`src/rtl/presence_pkg.sv`:
```
// rtl/presence_pkg.sv - shared types and default timing for the ultrasonic presence block
//
// Purpose: FSM state encoding, echo width type and the default 50 MHz timing
//          constants used by presence_ultrasonic and the door servo stage.
// Ports:   none (package).

package presence_pkg;

   typedef enum logic [1:0] {
      IDLE,
      TRIG,
      WAIT_RISE,
      MEASURE
   } state_t;

   localparam int WIDTH_W = 21;
   typedef logic [WIDTH_W-1:0] width_t;

   localparam int unsigned CLK_HZ            = 50_000_000;
   localparam int unsigned DEF_TRIG_CYCLES   = 500;        // 10 us
   localparam int unsigned DEF_MEAS_PERIOD   = 3_000_000;  // 60 ms
   localparam int unsigned DEF_ECHO_TIMEOUT  = 1_250_000;  // 25 ms
   localparam int unsigned DEF_NEAR_THRESH   = 58_000;     // about 20 cm
   localparam int unsigned DEF_CONFIRM_COUNT = 3;
   localparam int          CONFIRM_W         = 4;          // holds 1..15

endpackage

```
`src/rtl/echo_conditioner.sv`:
```
// rtl/echo_conditioner.sv - echo synchronizer, optional deglitch filter and edge strobes
//
// Purpose: brings the asynchronous echo into the clk domain and produces
//          registered rise/fall strobes plus a level aligned with them.
//          Macro ECHO_DEGLITCH_EN inserts a 4-sample stability filter.
// Ports:
//   clk      in   system clock
//   rst_n    in   synchronous reset, active low
//   echo_i   in   raw asynchronous echo
//   rise_o   out  one-cycle strobe, echo rose
//   fall_o   out  one-cycle strobe, echo fell
//   level_o  out  echo level; high from the cycle after rise_o through the fall_o cycle

module echo_conditioner (
   input  logic clk,
   input  logic rst_n,
   input  logic echo_i,
   output logic rise_o,
   output logic fall_o,
   output logic level_o
);

   logic sync1_q, sync2_q;
   logic clean;
   logic prev_q, rise_q, fall_q, level_q;

   always_ff @(posedge clk) begin
      if (!rst_n) begin
         sync1_q <= 1'b0;
         sync2_q <= 1'b0;
      end else begin
         sync1_q <= echo_i;
         sync2_q <= sync1_q;
      end
   end

`ifdef ECHO_DEGLITCH_EN
   // Output follows the input only once the current sample and the three
   // before it agree, so both edges are delayed equally by 4 cycles.
   logic [2:0] hist_q;
   logic       filt_q;

   always_ff @(posedge clk) begin
      if (!rst_n) begin
         hist_q <= '0;
         filt_q <= 1'b0;
      end else begin
         hist_q <= {hist_q[1:0], sync2_q};
         if (&{hist_q, sync2_q}) begin
            filt_q <= 1'b1;
         end else if (~|{hist_q, sync2_q}) begin
            filt_q <= 1'b0;
         end
      end
   end

   assign clean = filt_q;
`else
   assign clean = sync2_q;
`endif

   // level_q lags prev_q by one so that counting level_o over the span
   // rise_o+1 .. fall_o yields exactly the pulse width.
   always_ff @(posedge clk) begin
      if (!rst_n) begin
         prev_q  <= 1'b0;
         rise_q  <= 1'b0;
         fall_q  <= 1'b0;
         level_q <= 1'b0;
      end else begin
         prev_q  <= clean;
         rise_q  <= clean & ~prev_q;
         fall_q  <= ~clean & prev_q;
         level_q <= prev_q;
      end
   end

   assign rise_o  = rise_q;
   assign fall_o  = fall_q;
   assign level_o = level_q;

endmodule

```
`src/rtl/presence_ultrasonic.sv`:
```
// rtl/presence_ultrasonic.sv - HC-SR04 ranger driver with debounced presence flag
//
// Purpose: periodically triggers the sensor, measures the echo width in clk
//          cycles (saturating at ECHO_TIMEOUT) and debounces the near/far
//          classification into presence_detected. Optional macro
//          ECHO_DEGLITCH_EN enables the echo stability filter in echo_conditioner.
// Ports:
//   clk                in   system clock, 50 MHz
//   rst_n              in   synchronous reset, active low
//   echo               in   asynchronous echo from the sensor
//   trig               out  trigger pulse to the sensor
//   presence_detected  out  debounced presence, active high
//   echo_cycles        out  last echo width in clk cycles, saturated at ECHO_TIMEOUT
//   sample_valid       out  one-cycle strobe, echo_cycles updated this cycle

module presence_ultrasonic
   import presence_pkg::*;
#(
   parameter int unsigned TRIG_CYCLES   = DEF_TRIG_CYCLES,
   parameter int unsigned MEAS_PERIOD   = DEF_MEAS_PERIOD,
   parameter int unsigned ECHO_TIMEOUT  = DEF_ECHO_TIMEOUT,
   parameter int unsigned NEAR_THRESH   = DEF_NEAR_THRESH,
   parameter int unsigned CONFIRM_COUNT = DEF_CONFIRM_COUNT
) (
   input  logic        clk,
   input  logic        rst_n,
   input  logic        echo,
   output logic        trig,
   output logic        presence_detected,
   output logic [20:0] echo_cycles,
   output logic        sample_valid
);

   localparam int PER_W = $clog2(MEAS_PERIOD);
   localparam logic [PER_W-1:0] PER_LAST  = PER_W'(MEAS_PERIOD - 1);
   localparam logic [PER_W-1:0] TRIG_LAST = PER_W'(TRIG_CYCLES - 1);
   // The period counter restarts at the trigger, so it doubles as the
   // TRIG and WAIT_RISE timer; MEAS_PERIOD > TRIG + 2*TIMEOUT keeps it from wrapping.
   localparam logic [PER_W-1:0] WAIT_LAST = PER_W'(TRIG_CYCLES + ECHO_TIMEOUT - 1);
   localparam width_t           TIMEOUT_W = width_t'(ECHO_TIMEOUT);
   localparam width_t           NEAR_W    = width_t'(NEAR_THRESH);
   localparam logic [CONFIRM_W-1:0] CONFIRM_N = CONFIRM_W'(CONFIRM_COUNT);

   state_t               state_q;
   logic [PER_W-1:0]     period_q;
   width_t               width_q;
   logic [CONFIRM_W-1:0] confirm_q;
   logic                 start_q;
   logic                 trig_q;
   logic                 presence_q;
   width_t               echo_cycles_q;
   logic                 sample_valid_q;

   logic   echo_rise, echo_fall, echo_level;
   width_t width_inc_d;
   logic   rec_d;
   width_t rec_width_d;
   logic   near_d;

   echo_conditioner u_echo (
      .clk     (clk),
      .rst_n   (rst_n),
      .echo_i  (echo),
      .rise_o  (echo_rise),
      .fall_o  (echo_fall),
      .level_o (echo_level)
   );

   // Sample recording: a WAIT_RISE timeout, a falling edge, or the width
   // counter reaching the timeout inside MEASURE.
   always_comb begin
      width_inc_d = width_q;
      if (echo_level && (width_q != TIMEOUT_W)) begin
         width_inc_d = width_q + 21'd1;
      end

      rec_d       = 1'b0;
      rec_width_d = width_q;
      case (state_q)
         WAIT_RISE: begin
            if (!echo_rise && (period_q == WAIT_LAST)) begin
               rec_d       = 1'b1;
               rec_width_d = TIMEOUT_W;
            end
         end
         MEASURE: begin
            if (echo_fall || (width_inc_d == TIMEOUT_W)) begin
               rec_d       = 1'b1;
               rec_width_d = width_inc_d;
            end
         end
         default: ;
      endcase

      near_d = (rec_width_d < NEAR_W) && (rec_width_d != TIMEOUT_W);
   end

   always_ff @(posedge clk) begin
      if (!rst_n) begin
         state_q        <= IDLE;
         period_q       <= '0;
         width_q        <= '0;
         confirm_q      <= '0;
         start_q        <= 1'b1;
         trig_q         <= 1'b0;
         presence_q     <= 1'b0;
         echo_cycles_q  <= '0;
         sample_valid_q <= 1'b0;
      end else begin
         sample_valid_q <= rec_d;

         if (rec_d) begin
            echo_cycles_q <= rec_width_d;
            if (near_d != presence_q) begin
               if ((confirm_q + 4'd1) == CONFIRM_N) begin
                  presence_q <= ~presence_q;
                  confirm_q  <= '0;
               end else begin
                  confirm_q <= confirm_q + 4'd1;
               end
            end else begin
               confirm_q <= '0;
            end
         end

         period_q <= (period_q == PER_LAST) ? '0 : period_q + 1'b1;

         case (state_q)
            IDLE: begin
               if (start_q || (period_q == PER_LAST)) begin
                  state_q  <= TRIG;
                  trig_q   <= 1'b1;
                  start_q  <= 1'b0;
                  period_q <= '0;
               end
            end
            TRIG: begin
               if (period_q == TRIG_LAST) begin
                  state_q <= WAIT_RISE;
                  trig_q  <= 1'b0;
               end
            end
            WAIT_RISE: begin
               if (echo_rise) begin
                  width_q <= '0;
                  state_q <= MEASURE;
               end else if (rec_d) begin
                  state_q <= IDLE;
               end
            end
            MEASURE: begin
               if (rec_d) begin
                  state_q <= IDLE;
               end else begin
                  width_q <= width_inc_d;
               end
            end
            default: state_q <= IDLE;
         endcase
      end
   end

   assign trig              = trig_q;
   assign presence_detected = presence_q;
   assign echo_cycles       = echo_cycles_q;
   assign sample_valid      = sample_valid_q;

endmodule

```
`config.mk`:
```
export PLATFORM = sky130hd
export DESIGN_NAME = presence_ultrasonic
export DESIGN_NICKNAME = d
export VERILOG_FILES = /design/src/rtl/presence_pkg.sv /design/src/rtl/echo_conditioner.sv /design/src/rtl/presence_ultrasonic.sv
export SDC_FILE = /design/constraint.sdc
export NUM_CORES = 1
export LEC_CHECK = 0
export CELL_PAD_IN_SITES_DETAIL_PLACEMENT = 1
export CELL_PAD_IN_SITES_GLOBAL_PLACEMENT = 1
export CORE_MARGIN = 2
export CORE_UTILIZATION = 30
export DETAILED_ROUTE_END_ITERATION = 10
export GPL_ROUTABILITY_DRIVEN = 0
export PLACE_DENSITY = 0.68
export SLEW_MARGIN = 20
export SYNTH_ARGS = -nofsm -noshare
export SYNTH_HDL_FRONTEND = slang
export SYNTH_SLANG_ARGS = --single-unit
```
`constraint.sdc`:
```
create_clock -name clk -period 3.4 [get_ports clk]
set_input_delay 0.51 -clock clk [delete_from_list [all_inputs] [get_ports clk]]
set_output_delay 0.51 -clock clk [all_outputs]
set_load 0.1 [all_outputs]
```
==> results.sh <==
export IMPL_status="completed"
export IMPL_diodes=0
export IMPL_final_period_utilization=0.962
export IMPL_period_needed_ns=3.27
export IMPL_nNetsFinal=610
export IMPL_avgSynthCellArea_um2=8.04
export IMPL_finalPower_mw=2.00
export IMPL_clockBufferDepth=2
export IMPL_synth_edf_count=0
export IMPL_crit_start="width_q[9]"
export IMPL_port_buffers=26
export IMPL_fin_worst_skew_ns=0.00413
export IMPL_grt_pass1_vias=4408
export IMPL_dr_total_vias=4274
export IMPL_detail_route_iter0_violations=267
export IMPL_antenna_found_initial=0
export IMPL_cp_slowest_stage_delay_ns=0.43
export IMPL_min_to="u_echo.fall_o"
export IMPL_r2r_cells=12
export IMPL_tns_ns=0
export IMPL_async_flop_share=0
export IMPL_synth_seq_cells=80
export IMPL_ant_nets=0
export IMPL_rr_endpoint="confirm_q[3]"
export IMPL_rows=44
export IMPL_drtPass1Iterations=4
export IMPL_worst_pin_slew_ns=1.02
export IMPL_placed_cells=770
export IMPL_maxSlewViolCount=0
export IMPL_globalRoute_totalOverflow=0
export IMPL_drc=0
export IMPL_worst_ep_arrival_time_ns=3.52
export IMPL_cts_tree="done"
export IMPL_instances_no_fill=791
export IMPL_grt_pass1_wl_um=22700
export IMPL_synth_area_leader_cell="dfxtp_1"
export IMPL_dieArea_mm2=0.0159
export IMPL_power_leakage_nw=1.99
export IMPL_hp_start="u_echo.clean"
export IMPL_min_path_type="reg -> reg"
export IMPL_yosysSeqAreaShare=0.358
export IMPL_wirelength_um=13700
export IMPL_setup_violations=0
export IMPL_slew_headroom=0.321
export IMPL_hold_depth=1
export IMPL_crit_path_top_delay_cell="dfxtp_1"
export IMPL_path_clk_slew_ns=0.06
export IMPL_finalHoldViolCount=0
export IMPL_cts_root_buf="clkbuf_16"
export IMPL_fill_cells=1751
export IMPL_drv_cap=0
export IMPL_power_per_cell_area_mw_per_mm2=355
export IMPL_initial_core_util=0.308
export IMPL_synth_most_common_cell="nor2_1"
export IMPL_io_pins=27
export IMPL_ff2ff_setup_slack_ns=0.13
export IMPL_synth_area_top_cells="dfxtp_1 36%, nor2_1 8.2%, xnor2_1 4.3%, a21oi_1 3.6%, nand2_1 3.3%"
export IMPL_worst_path_max_fanout=6
export IMPL_synth_ff_type="dfxtp_1"
export IMPL_drive_gt1_frac=0.198
export IMPL_fin_util=0.388
export IMPL_clock_sinks=80
export IMPL_syn_nets=564
export IMPL_startpoint_type="register"
export IMPL_htreeDepth=3
export IMPL_holdWs_ns=0.403
export IMPL_synth_commonest_cells="98 x nor2_1, 80 x dfxtp_1, 39 x nand2_1"
export IMPL_track_usage=0.176
export IMPL_viasPerCell=5.40
export IMPL_multi_input_area_mm2=0.00284
export IMPL_areaGrowthSynthToFinish_pct=26.1
export IMPL_synth_warnings=0
export IMPL_die_w_um=126
export IMPL_wl_per_cell_um=17.4
export IMPL_crit_chain="and3_2 > nand4_1 > o31a_1 > nor4_4 > and4_4 > a41oi_4 > buf_4 > nor3_1 > a31o_1 > a21oi_4 > mux2i_2 > nor4_2"
export IMPL_yosysTopAreaCellShare=0.358
export IMPL_cts_buffers=9
export IMPL_syn_area_mm2=0.00447
export IMPL_fmax_mhz=306
export IMPL_coreArea_mm2=0.0145
export IMPL_clk_latency_ns=0.35
export IMPL_timing_worst_setup_path_type="reg -> reg"
export IMPL_ys_types=65
export IMPL_grt_max_degree=51
export IMPL_max_vdd_ir_drop_mv=0.249
export IMPL_hpwl_um=9830
export IMPL_layout_area_seq_mm2=0.00161
export IMPL_synthCells=556
export IMPL_required_ns=3.65
export IMPL_die_h_um=126
export IMPL_critPathCaptureType="register"
export IMPL_rr_startpoint="width_q[9]"
==> worst max-delay path by stage <==
| stage | endpoint | slack [ns] | cells past startpoint |
|---|---|---|---|
| finish | confirm_q[3] | 0.13 | 12 |
| global route | confirm_q[3] | -0.05 | 12 |
| CTS | confirm_q[3] | 0.003 | 12 |
| global placement | confirm_q[1] | 0.10 | 13 |
| floorplan | width_q[11] | 0.21 | 13 |
| detailed placement | confirm_q[3] | -0.20 | 12 |
==> routing by layer <==
metal	share of wire	GRT usage	vias up
met1	0.47	0.237	2117
li1	-	-	2073
met4	0.014	0.0556	0
met5	0	0	-
met3	0.041	0.0378	14
met2	0.47	0.281	70
==> flip-flops by register name, summed over array words and instances (netlist names) <==
signal	count
state_q	2
u_echo.prev_q	1
start_q	1
u_echo.sync1_q	1
trig	1
presence_detected	1
width_q	21
u_echo.rise_o	1
u_echo.level_o	1
echo_cycles	21
confirm_q	4
period_q	22
u_echo.fall_o	1
sample_valid	1
u_echo.clean	1
==> logic make-up (layout without fill, tap and decap cells) <==
logic type	after synthesis	count (layout)	share of synthesized area
simple gates	269	269	0.315
compound gates	99	99	0.151
flops	80	80	0.358
buf+inv	49	100	0.0481
xor+xnor	38	38	0.0744
mux	16	16	0.0386
fa+ha+maj	5	5	0.0140
==> critical path: cells and delay by family (launching register included) <==
| kind | cells | cell delay, ns |
|---|---|---|
| AO/OA/AOI/OAI | 4 | 0.79 |
| buffers and inverters | 1 | 0.20 |
| flip-flops | 1 | 0.43 |
| multiplexers | 1 | 0.18 |
| AND/OR/NAND/NOR | 6 | 1.56 |
==> power breakdown <==
group / total, mW / internal (mW) / switching [mW]
clock: 0.994 / 0.605 / 0.389
sequential: 0.956 / 0.946 / 0.0103
combinational: 0.0533 / 0.0146 / 0.0386
total: 2.00 / 1.57 / 0.438
==> stage by stage <==
stage / setup WS, ns / instance area, um2
5_1_grt: -0.0472 / 5640
3_3_place_gp: 0.104 / 5100
3_5_place_dp: -0.201 / 5100
4_1_cts: 0.00273 / 5450
2_1_floorplan: 0.213 / 4470
6_report: 0.130 / 5640
==> placed cells by master, fill, tap and decap left out, drive strengths merged, types with 3 or more instances in the layout <==
cell,count
nand2,40
buf,46
nand4,14
and2,8
dfxtp,80
a211o,3
mux2i,6
nor3,12
a31oi,9
or4,3
inv,11
xnor2,22
clkinv,3
nor4,15
and3,15
a21o,7
xor2,16
a22oi,4
nor4bb,3
nand3b,4
or3,3
mux2,10
nor2b,6
ha,5
o32ai,3
o211ai,3
clkdlybuf4s50,26
clkbuf,11
o31a,3
and4,4
nand2b,6
a311oi,3
a21oi,33
nand4b,3
nand3,29
nor2,98
o21ai,14
==> cell type report <==
cell class | instances | area share
inverters | 12 | 0.00799
multi-input cells | 427 | 0.503
well taps | 184 | 0.0408
flip-flops and latches | 80 | 0.286
clock inverters | 5 | 0.00977
repair buffers | 72 | 0.107
clock buffers | 11 | 0.0448
==> what timing repair did <==
action | in CTS | in global routing
setup buffers | 2 | 3
resized for setup | 11 | 32
hold buffers | 0 | 0
pin swaps | 0 | 7
endpoints found under the setup margin | 4 | 4
No activity file was read; power rests on OpenSTA's default activity.
==> variant, RTL diff (config.mk and constraints unchanged) <==
The package constant `DEF_ECHO_TIMEOUT` goes from 1_250_000 to 937_500.
--- a/src/rtl/presence_pkg.sv
+++ b/src/rtl/presence_pkg.sv
@@ -21,3 +21,3 @@
    localparam int unsigned DEF_MEAS_PERIOD   = 3_000_000;  // 60 ms
-   localparam int unsigned DEF_ECHO_TIMEOUT  = 1_250_000;  // 25 ms
+   localparam int unsigned DEF_ECHO_TIMEOUT  = 937_500;  // 25 ms
    localparam int unsigned DEF_NEAR_THRESH   = 58_000;     // about 20 cm
Check against the original RTL: no difference found for any inputs over 10 cycles, from zero or initial values and one cycle with rst_n low; that may be too few to reach the edited logic, so the function may still have changed.
==> variant against the original RTL <==
The flow now finishes with violations (negative setup slack). Routed wire length up 13%. Power down 0.93%. Sequential cell count did not move. Cell area rose by 11%. Area after synthesis decreased by 1.1%. Global-route usage up 0.89 points. Worst setup slack worse by 0.70 ns. Critical path depth is 1 higher. Critical path type unchanged. Largest cell class unchanged.
==> variant: results (changes against the original RTL) <==
- Synth cell count leaders: dfxtp_1 (80), nor2_1 (78), nand2_1 (50) (was nor2_1 (98), dfxtp_1 (80), nand2_1 (39))
- Final wirelength: 15.5 mm (was 13.7 mm)
- DPL Wire Length: 10.1 mm (was 9.83 mm)
- Post-Synth XOR/XNOR Area: 7.90% (was 7.44%)
- Clock Skew: 0.00703 ns (was 0.00413 ns)
- WP data arrival: 4.22 ns (was 3.52 ns)
- Reg2Reg Depth: 13 (was 12)
- DR vias: 4631 (was 4274)
- Fin worst setup slack: -0.574 ns (was 0.130 ns)
- Worst reg2reg startpoint: width_q[0] (was width_q[9])
- Post_cts resized: 29 (was 11)
- Initial drt markers: 262 (was 267)
- Inverters: 14 (was 12)
- Fill count: 1746 (was 1751)
- Synth area leaders: dfxtp_1 (36%), nor2_1 (6.6%), a21oi_1 (4.9%) (was dfxtp_1 (36%), nor2_1 (8.2%), xnor2_1 (4.3%))
- Slowest-stage cell, CP: or4b_4 (was dfxtp_1)
- Status: complete, but fails checks (was finished clean)
- Delay of the slowest critical-path stage: 0.52 ns (was 0.43 ns)
- Synth Area in Adders: 1.42% (was 1.40%)
- First-pass GRT wire length: 23.4 mm (was 22.7 mm)
- Synth cell types: 63 (was 65)
- Sequential share of cell area: 25.5% (was 28.6%)
- # setup viols final: 49 (was 0)
- Failing checks: negative setup slack
- Clock buffers: 10 (was 11)
- Sequential area share after synthesis: 36.2% (was 35.8%)
- Syn nets: 572 (was 564)
- Non-Clock Buffer Area Fraction: 20.0% (was 10.7%)
- VDD IR-drop max: 329 uV (was 249 uV)
- Vias in the first global route: 4655 (was 4408)
-- variant: worst max-delay path by stage --
stage / startpoint / endpoint / depth (start not counted)
2_1_floorplan: width_q[1] / confirm_q[2] / 15
3_3_place_gp: width_q[0] / confirm_q[3] / 13
3_5_place_dp: width_q[0] / confirm_q[2] / 13
4_1_cts: width_q[0] / confirm_q[2] / 13
5_1_grt: width_q[0] / confirm_q[2] / 14
6_report: width_q[0] / confirm_q[2] / 13
-- variant: logic make-up after synthesis --
kind of cell | count (synthesis)
AOI/OAI and AO/OA | 114
xor gates and xnor gates | 39
adders and majority gates | 5
buffers and inverters | 51
DFF | 80
muxes | 12
and+or+nand+nor | 263
-- variant: layer usage --
layer / track usage [%] / wire length (um) / vias up
met1: 23.6 / 6840 / 2313
met4: 6.08 / 344 / 0
met5: 0 / 0 / -
met2: 31.6 / 7770 / 72
li1: - / - / 2224
met3: 3.25 / 531 / 22
-- variant: critical path, delay by kind of cell (launching register included) --
| kind | cells | cell delay [ns] |
|---|---|---|
| and+or+nand+nor | 6 | 2.05 |
| AOI/OAI and AO/OA | 4 | 1.18 |
| DFF | 1 | 0.32 |
| adders and majority gates | 1 | 0.15 |
| xor gates and xnor gates | 1 | 0.12 |
| buffers and inverters | 1 | 0.05 |
-- variant: power breakdown --
group / switching [W] / leakage (nW) / internal (W)
clock: 0.000401 / 0.143 / 0.000566
combinational: 0.0000460 / 1.61 / 0.0000208
sequential: 0.00000561 / 0.647 / 0.000945
total: 0.000453 / 2.40 / 0.00153
-- variant: per-stage QoR --
step,utilization (%),setup TNS [ns],instances
3_3_place_gp,37.2,-2.76,820
3_5_place_dp,37.2,-5.19,820
4_1_cts,41.0,-4.32,851
2_1_floorplan,-,-2.89,564
6_report,43.4,-14.37,865
5_1_grt,43.4,-19.07,865
